File: src/rtl/guess_engine.sv
// guess_engine: bulls-and-cows core with serial scoring, attempt count and guess history.
// Define GUESS_HIST_SCORE_EN to also store per-guess scores, read back on rd_a/rd_b.
module guess_engine #(
   parameter int DIGITS    = 4,
   parameter int MAX_TRIES = 8,
   parameter int AW        = 3,
   localparam int CW = $clog2(DIGITS + 1),
   localparam int GW = 4 * DIGITS
) (
   input  logic          clk,
   input  logic          rst,
   input  logic          start,
   input  logic [GW-1:0] secret,
   input  logic          submit,
   input  logic [GW-1:0] guess,
   output logic          busy,
   output logic          result_valid,
   output logic          err,
   output logic [CW-1:0] a_cnt,
   output logic [CW-1:0] b_cnt,
   output logic [AW:0]   tries,
   output logic [1:0]    state,
   input  logic [AW-1:0] rd_addr,
`ifdef GUESS_HIST_SCORE_EN
   output logic [GW-1:0] rd_guess,
   output logic [CW-1:0] rd_a,
   output logic [CW-1:0] rd_b
`else
   output logic [GW-1:0] rd_guess
`endif
);
   localparam int IW = DIGITS > 1 ? $clog2(DIGITS) : 1;
   localparam logic [2:0] S_IDLE = 3'd0, S_PLAY = 3'd1, S_JUDGE = 3'd2, S_WIN = 3'd3, S_LOSE = 3'd4;

   logic [2:0]    r_st, w_nx;
   logic [GW-1:0] r_secret, r_guess;
   logic [IW-1:0] r_idx;
   logic [CW-1:0] r_acc_a, r_acc_b, r_a, r_b, w_a_fin, w_b_fin, w_bc;
   logic [AW:0]   r_tries, w_tries_nx;
   logic          r_rv, r_err, w_valid, w_last, w_eq, w_rd_ok;
   logic [3:0]    w_gd;
   logic [GW-1:0] r_hist [2**AW];
`ifdef GUESS_HIST_SCORE_EN
   logic [CW-1:0] r_ha [2**AW];
   logic [CW-1:0] r_hb [2**AW];
`endif

   // A guess is playable only if every digit is BCD and all digits are distinct.
   always_comb begin
      w_valid = 1'b1;
      for (int i = 0; i < DIGITS; i++) begin
         if (guess[i*4 +: 4] > 4'd9) w_valid = 1'b0;
         for (int j = i + 1; j < DIGITS; j++)
            if (guess[i*4 +: 4] == guess[j*4 +: 4]) w_valid = 1'b0;
      end
   end

   always_comb begin
      w_gd = r_guess[{r_idx, 2'b00} +: 4];
      w_eq = w_gd == r_secret[{r_idx, 2'b00} +: 4];
      w_bc = '0;
      for (int j = 0; j < DIGITS; j++)
         if (j != int'(r_idx) && w_gd == r_secret[j*4 +: 4]) w_bc = w_bc + 1'b1;
      w_a_fin    = r_acc_a + CW'(w_eq);
      w_b_fin    = r_acc_b + w_bc;
      w_last     = r_idx == IW'(DIGITS - 1);
      w_tries_nx = r_tries + 1'b1;
   end

   always_ff @(posedge clk)
      if (rst) r_st <= S_IDLE;
      else     r_st <= w_nx;

   always_comb begin
      w_nx = r_st;
      if (start)
         w_nx = S_PLAY;
      else if (r_st == S_PLAY && submit && w_valid)
         w_nx = S_JUDGE;
      else if (r_st == S_JUDGE && w_last)
         w_nx = w_a_fin == CW'(DIGITS) ? S_WIN :
                w_tries_nx == (AW+1)'(MAX_TRIES) ? S_LOSE : S_PLAY;
   end

   always_comb begin
      busy  = r_st == S_JUDGE;
      state = r_st == S_IDLE ? 2'd0 : r_st == S_WIN ? 2'd2 : r_st == S_LOSE ? 2'd3 : 2'd1;
   end

   always_ff @(posedge clk) begin
      if (rst) begin
         r_secret <= '0;
         r_guess  <= '0;
         r_idx    <= '0;
         r_acc_a  <= '0;
         r_acc_b  <= '0;
         r_a      <= '0;
         r_b      <= '0;
         r_tries  <= '0;
         r_rv     <= 1'b0;
         r_err    <= 1'b0;
         for (int k = 0; k < 2**AW; k++) begin
            r_hist[k] <= '0;
`ifdef GUESS_HIST_SCORE_EN
            r_ha[k] <= '0;
            r_hb[k] <= '0;
`endif
         end
      end else begin
         r_rv  <= 1'b0;
         r_err <= 1'b0;
         if (start) begin
            r_secret <= secret;
            r_tries  <= '0;
            r_a      <= '0;
            r_b      <= '0;
         end else if (r_st == S_PLAY && submit) begin
            if (w_valid) begin
               r_guess <= guess;
               r_acc_a <= '0;
               r_acc_b <= '0;
               r_idx   <= '0;
            end else begin
               r_rv  <= 1'b1;
               r_err <= 1'b1;
            end
         end else if (r_st == S_JUDGE) begin
            r_idx   <= r_idx + 1'b1;
            r_acc_a <= w_a_fin;
            r_acc_b <= w_b_fin;
            if (w_last) begin
               r_a     <= w_a_fin;
               r_b     <= w_b_fin;
               r_tries <= w_tries_nx;
               r_rv    <= 1'b1;
               r_hist[r_tries[AW-1:0]] <= r_guess;
`ifdef GUESS_HIST_SCORE_EN
               r_ha[r_tries[AW-1:0]] <= w_a_fin;
               r_hb[r_tries[AW-1:0]] <= w_b_fin;
`endif
            end
         end
      end
   end

   // Entries from a previous game stay in memory but are masked by the current try count.
   assign w_rd_ok      = {1'b0, rd_addr} < r_tries;
   assign rd_guess     = w_rd_ok ? r_hist[rd_addr] : '0;
`ifdef GUESS_HIST_SCORE_EN
   assign rd_a         = w_rd_ok ? r_ha[rd_addr] : '0;
   assign rd_b         = w_rd_ok ? r_hb[rd_addr] : '0;
`endif
   assign result_valid = r_rv;
   assign err          = r_err;
   assign a_cnt        = r_a;
   assign b_cnt        = r_b;
   assign tries        = r_tries;
endmodule

File: config.mk
export PLATFORM = sky130hd
export DESIGN_NAME = guess_engine
export DESIGN_NICKNAME = d
export VERILOG_FILES = /design/src/rtl/guess_engine.sv
export SDC_FILE = /design/constraint.sdc
export NUM_CORES = 1
export LEC_CHECK = 0
export CORE_ASPECT_RATIO = 1.5
export CORE_MARGIN = 1.5
export CORE_UTILIZATION = 50
export CTS_CLUSTER_SIZE = 10
export DETAILED_ROUTE_END_ITERATION = 6
export PLACE_DENSITY = 0.7
export SLEW_MARGIN = 10
export SYNTH_ARGS = -nofsm -noshare
export SYNTH_HDL_FRONTEND = slang
export SYNTH_SLANG_ARGS = --single-unit
File: constraint.sdc
create_clock -name clk -period 11.3 [get_ports clk]
set_input_delay 2.26 -clock clk [delete_from_list [all_inputs] [get_ports clk]]
set_output_delay 2.26 -clock clk [all_outputs]
set_load 0.05 [all_outputs]
After elaboration in Yosys (flattened, before gate mapping)
Memories as Yosys holds them, arrays and structs flattened. Cells that the tools add are included.

Add/sub/neg operators: 7. $lt $le $gt $ge: 5. Equality and inequality tests: 22. Shifts and indexed selects: 2. Muxes and demuxes: 44. Bitwise operators: 2. Reduce and logical (&&, ||, !) cells: 19.

Operators by type and width (count): equality test 4 bit (11); 2-to-1 mux 3 bit (11); 2-to-1 mux 16 bit (2); indexed part select 16 x 5 -> 4 bit (2); 2-to-1 mux 1 bit (23); > comparator 4 bit, second input constant (4); 2-to-1 mux 2 bit (8); OR reduction 16 bit (1); adder 3 x 1 -> 3 bit, second input constant (3); AND reduction 3 bit (3); logical AND 1 bit (7); equality test 3 x 2 -> 1 bit, second input constant (2); equality test 3 bit, second input constant (2); nonzero test 2 bit (3); OR reduction 3 bit (2); adder 4 x 1 -> 4 bit, second input constant (1); equality test 4 bit, second input constant (1); less-than comparator 3 x 4 -> 1 bit (1); inequality test 2 bit, first input constant (2); adder 3 x 1 -> 3 bit (1); adder 3 bit (1); equality test 3 x 1 -> 1 bit, second input constant (1); logical NOT 3 bit (1); nonzero test 3 bit (1); other kinds (6) (7).

Register bits: 55. Memory bits (writable): 128. Input port bits: 39. Output and inout port bits: 31. Word-level logic and storage cells: 115. Memories: 1.

Memories: r_hist (depth 8, width 16, read ports 1, clocked after memory_dff 0, wr ports 8, RTL line 42) `logic [GW-1:0] r_hist [2**AW];`.

Logic depth before layout (Yosys ltp)
Gate-level depths: netlist of the first run.

Word-level depth: 14. Mapped depth: 16.

Worst setup path before layout of the first run
OpenSTA, ideal clock, no wires.

Kind: input -> output. Start: input port rd_addr[0]. End: output port rd_guess[10]. Arrival time: 4.084 ns. Slack: 4.956 ns. Stages on the path: 5. Path buffers: 2. Cell sequence: clkbuf_1 buf_1 mux4_2 mux2i_1 nor2_1.

Word-level cells in the longest chain between the ends: 2. Elaborated cells between the ends (all ways): 3. Classes of those cells: 1 x order compare; 1 x mux; 1 x memory.

RTL lines: from (decl) (RTL line 23) `input logic [AW-1:0] rd_addr,`; memory read (8 x 16 bit) or less-than comparator 3 x 4 -> 1 bit (tied branches); 2-to-1 mux 16 bit (*) (RTL line 148) `assign rd_guess = w_rd_ok ? r_hist[rd_addr] : '0;`; to (decl) (RTL line 29) `output logic [GW-1:0] rd_guess`.

Every way passes the cells marked *; elsewhere a longest branch is shown, timed or not.

Worst setup path in the final report of the first run
Start: input port rd_addr[2]. End: output port rd_guess[15].

The elaborated chain is that of the path after synthesis.

==> results of run 1 <==
## layout make-up
cell class	count	area, um2	share of cell area (%)
clock buffer	17	425	4.10
inverter	8	30.0	0.289
clock inverter	15	136	1.31
tap	213	267	2.57
timing repair buffer	79	761	7.33
multi-input combinational	471	3820	36.8
sequential	183	4940	47.6
## worst reg2reg max path, stage by stage (launching register included)
cell	delay, ns
dfxtp_1	0.84
mux4_2	0.70
xnor2_1	0.17
nand2_1	0.07
or4_1	0.54
inv_1	0.08
ha_1	0.24
xnor2_1	0.28
ha_1	0.29
mux2_2	0.28
fa_1	0.41
xnor2_1	0.16
nor3_1	0.27
or2_1	0.20
o221ai_2	0.12
## logic make-up after synthesis
family | synth area share [%]
AOI/OAI and AO/OA | 3.11
xor gates and xnor gates | 5.09
adders and majority gates | 2.05
buffers and inverters | 2.05
DFF | 55.4
muxes | 16.3
and+or+nand+nor | 16.0
## worst max-delay path by stage
stage / end / slack, ns
floorplan: rd_guess[10] / 4.96
global placement: rd_guess[7] / 3.87
detailed placement: rd_guess[0] / 3.83
CTS: rd_guess[0] / 3.83
global route: rd_guess[6] / 3.73
finish: rd_guess[15] / 3.88
## routing by layer
metal  global-route usage, %  up-vias  part of all wire [%]
met1                    23.4     2698                    38
li1                        -     2625                     -
met4                    5.50        0                   1.4
met3                    3.17       12                   3.4
met5                       0        -                     0
met2                    41.1      127                    57
## flip-flops by register name, indices dropped and copies added, names as in the netlist
| name | cells |
|---|---|
| r_st | 3 |
| r_hist | 128 |
| r_guess | 16 |
| err | 1 |
| result_valid | 1 |
| r_acc_b | 3 |
| tries | 4 |
| a_cnt | 3 |
| b_cnt | 3 |
| r_secret | 16 |
| r_acc_a | 3 |
| r_idx | 2 |
## layout by cell type, fill, tap and decap left out, types with 5 or more instances in the layout
master / instances
xor2_1: 39
nor2_1: 67
nor3_1: 5
clkdlybuf4s50_1: 68
o21ai_0: 13
edfxtp_1: 128
nand2_1: 29
dfxtp_1: 55
and2_1: 129
clkbuf_16: 17
mux2i_1: 53
inv_1: 8
mux4_2: 36
a21oi_1: 17
ha_1: 13
xnor2_1: 11
nor4_1: 9
inv_8: 6
nand2b_1: 5
buf_4: 10
## power breakdown
group          switching, mW  internal, mW
Clock                  0.270         0.292
Combinational         0.0729        0.0588
Sequential           0.00938         0.734
Total                  0.352          1.08
## per-stage QoR
step / instance area, um2 / hold WS [ns] / instances
detailed placement: 9820 / 0.455 / 954
finish: 10400 / 0.460 / 986
global route: 10400 / 0.497 / 986
global placement: 9820 / 0.449 / 954
CTS: 10400 / 0.465 / 986
floorplan: 8930 / 0.454 / 700
==> metrics.txt, run 1 <==
status=finished with violations; failing checks=design-rule violations; final WL=18.8 mm; initial antenna violation count=0; die width=112 um; # setup viols final=0; pre-CTS setup slack=3.83 ns; total power=1.44 mW; synth top area cells=edfxtp_1 43%, dfxtp_1 12%, mux4_2 9.1%, and2_1 9.0%, mux2i_1 5.9%; r2r setup slk=6.53 ns; hold depth=2; die area=18,700 um2; post-synth top area share=43.1%; period utilization=65.6%; vias in the first global route=5,656; worst skew pair latency=0.42 ns; HP Class=flop to flop; Seq/Total Area, Yosys=55.4%; fmax=135 MHz; commonest cells in the netlist=129 x and2_1, 128 x edfxtp_1, 67 x nor2_1, 55 x dfxtp_1, 53 x mux2i_1; Worst Setup Start Kind=input pin; Top FF cell, synth=edfxtp_1; max incr delay on CP=1.17 ns; worst r2r src=r_idx[0]$_SDFFE_PP0P_; largest net degree at the start of global routing=45; final core occ=59.6%; filler instances=1,414; Worst Path Arrival=5.16 ns; Initial Utilization=51.2%; crit path capture type=output port; TritonCTS clock tree=yes; vias post-DR=5,462; Hold Crit Endpoint=a_cnt[0]$_SDFFE_PP0P_; most common cell in the netlist=and2_1; Port Buffers=69; Num CTS Buffers=17; Gates resized, CTS repair=0; count of final hold-check violations=0; Ys Warns=0; DP HPWL=13.5 mm; Mapped Nets=753; post-route setup slack=3.88 ns; Worst Path Buf+Inv=3; Critical path origin=rd_addr[2]; Worst path top cell family by delay=buffers and inverters; slowest CP cell=clkdlybuf4s50_1; Synth Cell Area=8930 um2; Final nets=813; number of synthesized flops with an enable pin=128; CP required=9.04 ns; minimum clock period=7.42 ns; synthesis-stage register bit count=183; Mapped Cells=700; H-Tree Depth=4; RSZ-0062 raised after global routing=false; # diodes=0; GR Overflow Total=0; Residual DRC=8; DR vias/cell=5.54; Post-CTS Hold Buffers=0; clk root buf=clkbuf_16; number of I/O pins=70; drt pass-1 iters=6; cell depth of the worst setup path=7; Site Rows=59; first-pass GRT wire length=30.2 mm; Slew @ Worst Pin=1.16 ns; kind of critical path=input pin to output port; hold path start=a_cnt[0]$_SDFFE_PP0P_; max_slew headroom=22.7%; core footprint=17,400 um2; Yosys top cell by area=edfxtp_1; Max VDD drop=0.0000895 V; Reg2Reg Depth=14; crit-path cells=clkdlybuf4s50_1 > ha_1 > a21oi_1 > nor2_1 > buf_4 > nor2_1 > clkdlybuf4s50_1; die span in y=167 um; clock slew at reported path FFs=0.08 ns; Pins Over Slew Limit=0; overall routing resource usage=21.0%; Antenna Violating Nets Remaining=0; final setup TNS=0 ns; Worst Skew=0.0123 ns; clk sinks=183; syn_area_per_cell=12.8 um2; initial DRC count=267; GPL Wtd Cong=0.829; PD cells=138 nW/um2; clk buf depth=2; Yosys cell types=48; worst-path maximum fanout=17; reg2reg end=r_acc_b[2]$_SDFFE_PP0P_; Post-CTS Setup Bufs=0; layout cell share with drive strength beyond 1=11.5%; wire length per cell=19.1 um; Area growth syn-to-layout=16.3%; async set or reset register ratio after synthesis=0%; max-cap violation count=0; Leak=3.98 nW
No activity file was read; power rests on OpenSTA's default activity.
==> run 2, diff against run 1 <==
Clock period 11.3 ns to 7.45 ns, I/O delays scaled along.
==> run 2 against run 1 <==
Compared with the run above: the flow still finishes with violations (design-rule violations); non-clock buffer count is the same; combinational power grew 50%; register-to-register slack lost 3.7 ns; largest power group unchanged; sequential power grew 52%; critical path depth grew 2; largest cell class unchanged; first-iteration DRC count grew 30%; sequential cell count is the same.
==> metrics.txt, run 2 (synthesis gave the netlist of run 1 again) <==
status=finished with violations (unchanged); failing checks=design-rule violations (unchanged); hold path start=a_cnt[1]$_SDFFE_PP0P_ (was a_cnt[0]$_SDFFE_PP0P_); crit path capture type=output port (unchanged); DR vias/cell=5.55 (was 5.54); fmax=176 MHz; Worst Setup Start Kind=input pin (unchanged); Pins Over Slew Limit=0 (unchanged); final setup TNS=0 ns (unchanged); Area growth syn-to-layout=16.1% (was 16.3%); die span in y=167 um (unchanged); overall routing resource usage=21.4% (was 21.0%); Initial Utilization=51.2% (unchanged); filler instances=1,415 (was 1,414); final WL=18.8 mm (about the same); most frequent cells in the layout=129 x and2_1, 128 x edfxtp_1, 68 x clkdlybuf4s50_1 (unchanged); wire length per cell=19.1 um (about the same); largest net degree at the start of global routing=45 (unchanged); Regs by FF count=r_hist x128, r_guess x16, r_secret x16 (unchanged); reg2reg end=r_acc_b[2]$_SDFFE_PP0P_ (unchanged); core footprint=17,400 um2 (unchanged); total power=2.16 mW (was 1.44 mW); vias in the first global route=5,879 (was 5,656); die width=112 um (unchanged); Worst Path Arrival=4.18 ns (was 5.16 ns); RSZ-0062 raised after global routing=false (unchanged); most common cell after layout, fill and taps aside=and2_1 (unchanged); Reg2Reg Depth=14 (unchanged); worst skew pair latency=0.43 ns (was 0.42 ns); max_slew headroom=22.0% (was 22.7%); PD cells=208 nW/um2 (was 138 nW/um2); initial DRC count=346 (was 267); Port Buffers=69 (unchanged); GR Overflow Total=0 (unchanged); clk sinks=183 (unchanged); Reg with most FFs=r_hist (unchanged); drt pass-1 iters=6 (unchanged); Gates resized, CTS repair=0 (unchanged); Worst Skew=0.0140 ns (was 0.0123 ns); clk buf depth=2 (unchanged); Leak=3.97 nW (was 3.98 nW); GPL Wtd Cong=0.788 (was 0.829); max-cap violation count=0 (unchanged); CP required=5.96 ns (was 9.04 ns); max reg flops=128 (unchanged); kind of critical path=input pin to output port (unchanged); layout cell share with drive strength beyond 1=11.3% (was 11.5%); Hold Crit Endpoint=a_cnt[1]$_SDFFE_PP0P_ (was a_cnt[0]$_SDFFE_PP0P_); Slew @ Worst Pin=1.17 ns (was 1.16 ns); worst-path maximum fanout=33 (was 17); Worst Path Buf+Inv=4 (was 3); max incr delay on CP=0.81 ns (was 1.17 ns); hold depth=2 (unchanged); crit-path cells=clkdlybuf4s50_1 > buf_4 > ha_1 > a21o_1 > a21oi_1 > nor2_1 > buf_4 > nor2_1 > clkdlybuf4s50_1 (was clkdlybuf4s50_1 > ha_1 > a21oi_1 > nor2_1 > buf_4 > nor2_1 > clkdlybuf4s50_1); minimum clock period=5.67 ns; TritonCTS clock tree=yes (unchanged); Worst path top cell family by delay=buffers and inverters (unchanged); Antenna Violating Nets Remaining=0 (unchanged); vias post-DR=5,476 (was 5,462); Post-CTS Setup Bufs=0 (unchanged); slowest CP cell=clkdlybuf4s50_1 (unchanged); Site Rows=59 (unchanged); Residual DRC=8 (unchanged); DP HPWL=13.7 mm (was 13.5 mm); die area=18,700 um2 (unchanged); HP Class=flop to flop (unchanged); H-Tree Depth=4 (unchanged); count of final hold-check violations=0 (unchanged); worst r2r src=r_idx[0]$_SDFFE_PP0P_ (unchanged); # diodes=0 (unchanged); clock slew at reported path FFs=0.07 ns (was 0.08 ns); first-pass GRT wire length=30.6 mm (was 30.2 mm); Post-CTS Hold Buffers=0 (unchanged); Final nets=813 (unchanged); initial antenna violation count=0 (unchanged); clk root buf=clkbuf_16 (unchanged); Max VDD drop=0.000227 V (was 0.0000895 V); r2r setup slk=2.79 ns (was 6.53 ns); Num CTS Buffers=17 (unchanged); period utilization=76.2%; # setup viols final=0 (unchanged); number of I/O pins=70 (unchanged)
run 2: cell count changes in the layout (fill, tap and decap cells not counted):
cell        delta
inv_8          -3
clkinvlp_4     -1
clkbuf_1       +1
inv_6          +2
clkinv_1       +1
run 2: power by group:
group | internal, mW | switching, mW
Combinational | 0.0888 | 0.109
Clock | 0.437 | 0.396
Sequential | 1.11 | 0.0141
run 2: worst max path at each step:
| stage | start | to | slack [ns] | cells past startpoint |
|---|---|---|---|---|
| after floorplan | rd_addr[0] | rd_guess[10] | 2.65 | 5 |
| after global placement | rd_addr[1] | rd_guess[0] | 1.77 | 9 |
| after detailed placement | rd_addr[1] | rd_guess[5] | 1.77 | 9 |
| after CTS | rd_addr[1] | rd_guess[5] | 1.75 | 9 |
| after global routing | rd_addr[1] | rd_guess[9] | 1.62 | 9 |
| final | rd_addr[1] | rd_guess[4] | 1.78 | 9 |
run 2: through the flow:
stage / hold slack (ns) / instances / util [%] / instance area, um2 / setup slack, ns
2_1_floorplan: 0.454 / 700 / - / 8930 / 2.65
3_3_place_gp: 0.449 / 954 / 56.4 / 9820 / 1.77
3_5_place_dp: 0.453 / 954 / 56.4 / 9820 / 1.77
4_1_cts: 0.464 / 986 / 59.5 / 10400 / 1.75
5_1_grt: 0.486 / 986 / 59.5 / 10400 / 1.62
6_report: 0.461 / 986 / 59.5 / 10400 / 1.78
run 2: layout make-up:
class	count	area, um2	area share, %
sequential	183	4940	47.7
multi-input combinational	471	3820	36.8
timing repair buffer	79	761	7.34
clock buffer	18	429	4.14
tap	213	267	2.57
clock inverter	14	116	1.12
inverter	8	30.0	0.290
run 2: layer usage:
metal | part of all wire, % | GRT usage [%] | vias to the layer above | wire length (um)
met4 | 3.4 | 10.2 | 0 | 648
li1 | - | - | 2618 | -
met1 | 37 | 23.1 | 2697 | 7000
met5 | 0 | 0 | - | 0
met3 | 3.2 | 3.17 | 34 | 605
met2 | 56 | 40.4 | 127 | 10600
run 2: worst min-delay path, cell delays in order, from the launching register on:
cell,delay [ns]
dfxtp_1,0.31
nand2_1,0.05
a21oi_1,0.05
==> run 3, diff against run 2 <==
Clock period 7.45 ns to 5.34 ns, I/O delays scaled along.
==> run 3 against run 2 <==
Compared with the run above: the run still ends with design-rule violations left; sequential power up 39%; register-to-register slack worse by 2.1 ns; clock skew down 0.0035 ns; critical endpoint is now r_acc_b[2]$_SDFFE_PP0P_.
==> metrics.txt, run 3 (synthesis gave the netlist of run 1 again) <==
Post-CTS Setup Bufs=0 (unchanged); minimum clock period=4.65 ns; GPL Wtd Cong=0.845 (was 0.788); first-pass GRT wire length=32.8 mm (was 30.6 mm); RSZ-0062 raised after global routing=false (unchanged); Residual DRC=9 (was 8); worst skew pair latency=0.42 ns (was 0.43 ns); die area=18,700 um2 (unchanged); most frequent cells in the layout=129 x and2_1, 128 x edfxtp_1, 67 x nor2_1 (was 129 x and2_1, 128 x edfxtp_1, 68 x clkdlybuf4s50_1); Clk pwr share=39.7% (was 38.6%); share of total power in combinational logic=9.2% (about the same); Antenna Violating Nets Remaining=0 (unchanged); Final nets=823 (was 813); Num CTS Buffers=17 (unchanged); kind of critical path=flop to flop (was input pin to output port); clock slew at reported path FFs=0.07 ns (about the same); max-cap violation count=0 (unchanged); met2 wire len=11.6 mm (was 10.6 mm); GR Overflow Total=0 (unchanged); Worst Path Arrival=4.95 ns (was 4.18 ns); DP HPWL=14.1 mm (was 13.7 mm); PD cells=296 nW/um2 (was 208 nW/um2); core footprint=17,400 um2 (unchanged); crit path capture type=flop (was output port); internal power=2.37 mW (was 1.64 mW); status=finished with violations (unchanged); max_slew headroom=15.3% (was 22.0%); Slew @ Worst Pin=1.27 ns (was 1.17 ns); reg2reg end=r_acc_b[2]$_SDFFE_PP0P_ (unchanged); Reg2Reg Depth=14 (unchanged); initial DRC count=345 (was 346); Worst Skew=0.0104 ns (was 0.0140 ns); hold depth=2 (unchanged); initial antenna violation count=0 (unchanged); H-Tree Depth=4 (unchanged); switching portion of total power=23.1% (was 24.1%); die width=112 um (unchanged); worst r2r src=r_idx[0]$_SDFFE_PP0P_ (unchanged); HP Class=flop to flop (unchanged); failing checks=design-rule violations (unchanged); Regs by FF count=r_hist x128, r_guess x16, r_secret x16 (unchanged); r2r setup slk=0.69 ns (was 2.79 ns); Final Cell Area=10,400 um2 (about the same); Hold Crit Endpoint=a_cnt[0]$_SDFFE_PP0P_ (was a_cnt[1]$_SDFFE_PP0P_); Worst Setup Start Kind=flop (was input pin); overall routing resource usage=23.1% (was 21.4%); TritonCTS clock tree=yes (unchanged); final WL=20.7 mm (was 18.8 mm); Reg with most FFs=r_hist (unchanged); number of I/O pins=70 (unchanged); DR vias/cell=5.63 (was 5.55); count of final hold-check violations=0 (unchanged); clk sinks=183 (unchanged); max reg flops=128 (unchanged); metal3 WL=922 um (was 605 um); Leak=4.06 nW (was 3.97 nW); top sig layer=met4 (unchanged); most common cell after layout, fill and taps aside=and2_1 (unchanged); layout cell share with drive strength beyond 1=14.0% (was 11.3%); sequential fraction of design power=51.0% (was 52.2%); fmax=215 MHz; CP required=5.64 ns (was 5.96 ns); Max VDD drop=0.000209 V (was 0.000227 V); Pins Over Slew Limit=0 (unchanged); Gates resized, CTS repair=0 (unchanged); largest net degree at the start of global routing=45 (unchanged); Post-CTS Hold Buffers=0 (unchanged); clk root buf=clkbuf_16 (unchanged); final setup TNS=0 ns (unchanged); # setup viols final=0 (unchanged); Port Buffers=69 (unchanged); hold path start=a_cnt[0]$_SDFFE_PP0P_ (was a_cnt[1]$_SDFFE_PP0P_); vias in the first global route=6,096 (was 5,879); placed inst area=9840 um2 (was 9820 um2); drt pass-1 iters=7 (was 6); vias post-DR=5,606 (was 5,476); worst-path maximum fanout=14 (was 33); die span in y=167 um (unchanged); # diodes=0 (unchanged); Site Rows=59 (unchanged); P_sw=712 uW (was 519 uW); Area growth syn-to-layout=16.7% (was 16.1%); Initial Utilization=51.2% (unchanged); clk buf depth=2 (unchanged); wire length per cell=20.8 um (was 19.1 um); period utilization=87.0%; M1 WL=7.48 mm (was 7.00 mm)
## run 3: routing by layer
metal,track usage [%],vias to the layer above
met4,11.1,0
li1,-,2643
met1,25.2,2744
met5,0,-
met3,2.77,44
met2,44.0,175
## run 3: worst max-delay path: stages, from the launching register on
cell	delay, ns
dfxtp_1	0.76
mux4_2	0.69
xnor2_1	0.16
nand2_1	0.07
or4_1	0.55
inv_1	0.09
ha_1	0.25
xnor2_1	0.27
ha_1	0.29
mux2_2	0.28
fa_1	0.42
xnor2_1	0.16
nor3_1	0.25
or2_1	0.18
o221ai_2	0.10
## run 3: cell type report
class / instances / area [um2]
well taps: 213 / 267
fillers: 1378 / 7010
inverters: 8 / 30.0
multi-input cells: 471 / 3800
clock inverters: 14 / 150
repair buffers: 89 / 796
clock buffers: 18 / 429
flip-flops and latches: 183 / 4940
## run 3: how the worst max path moves through the flow
stage	end	start	slack [ns]	cells past startpoint
4_1_cts	r_acc_b[2]$_SDFFE_PP0P_	r_idx[0]$_SDFFE_PP0P_	0.67	14
3_5_place_dp	r_acc_b[2]$_SDFFE_PP0P_	r_idx[0]$_SDFFE_PP0P_	0.76	14
3_3_place_gp	r_acc_b[2]$_SDFFE_PP0P_	r_idx[0]$_SDFFE_PP0P_	0.90	14
5_1_grt	r_acc_b[2]$_SDFFE_PP0P_	r_idx[0]$_SDFFE_PP0P_	0.38	14
6_report	r_acc_b[2]$_SDFFE_PP0P_	r_idx[0]$_SDFFE_PP0P_	0.69	14
2_1_floorplan	r_acc_b[2]$_SDFFE_PP0P_	r_idx[0]$_SDFFE_PP0P_	1.24	15
## run 3: through the flow
step                cells  setup slack (ns)  hold slack [ns]  total power [mW]  util (%)
floorplan             700              1.24            0.454              1.78         -
global placement      964             0.904            0.448              1.88      56.5
detailed placement    964             0.765            0.447              1.89      56.5
CTS                   996             0.672            0.456              3.11      59.8
global route          996             0.375            0.479              3.19      59.8
finish                996             0.692            0.456              3.08      59.8
## run 3: power by group through the flow
stage	Sequential [mW]	Combinational, mW	Clock, mW
2_1_floorplan	1.60	0.180	0
3_3_place_gp	1.60	0.281	0
3_5_place_dp	1.60	0.285	0
4_1_cts	1.57	0.288	1.24
5_1_grt	1.58	0.306	1.30
6_report	1.57	0.285	1.23
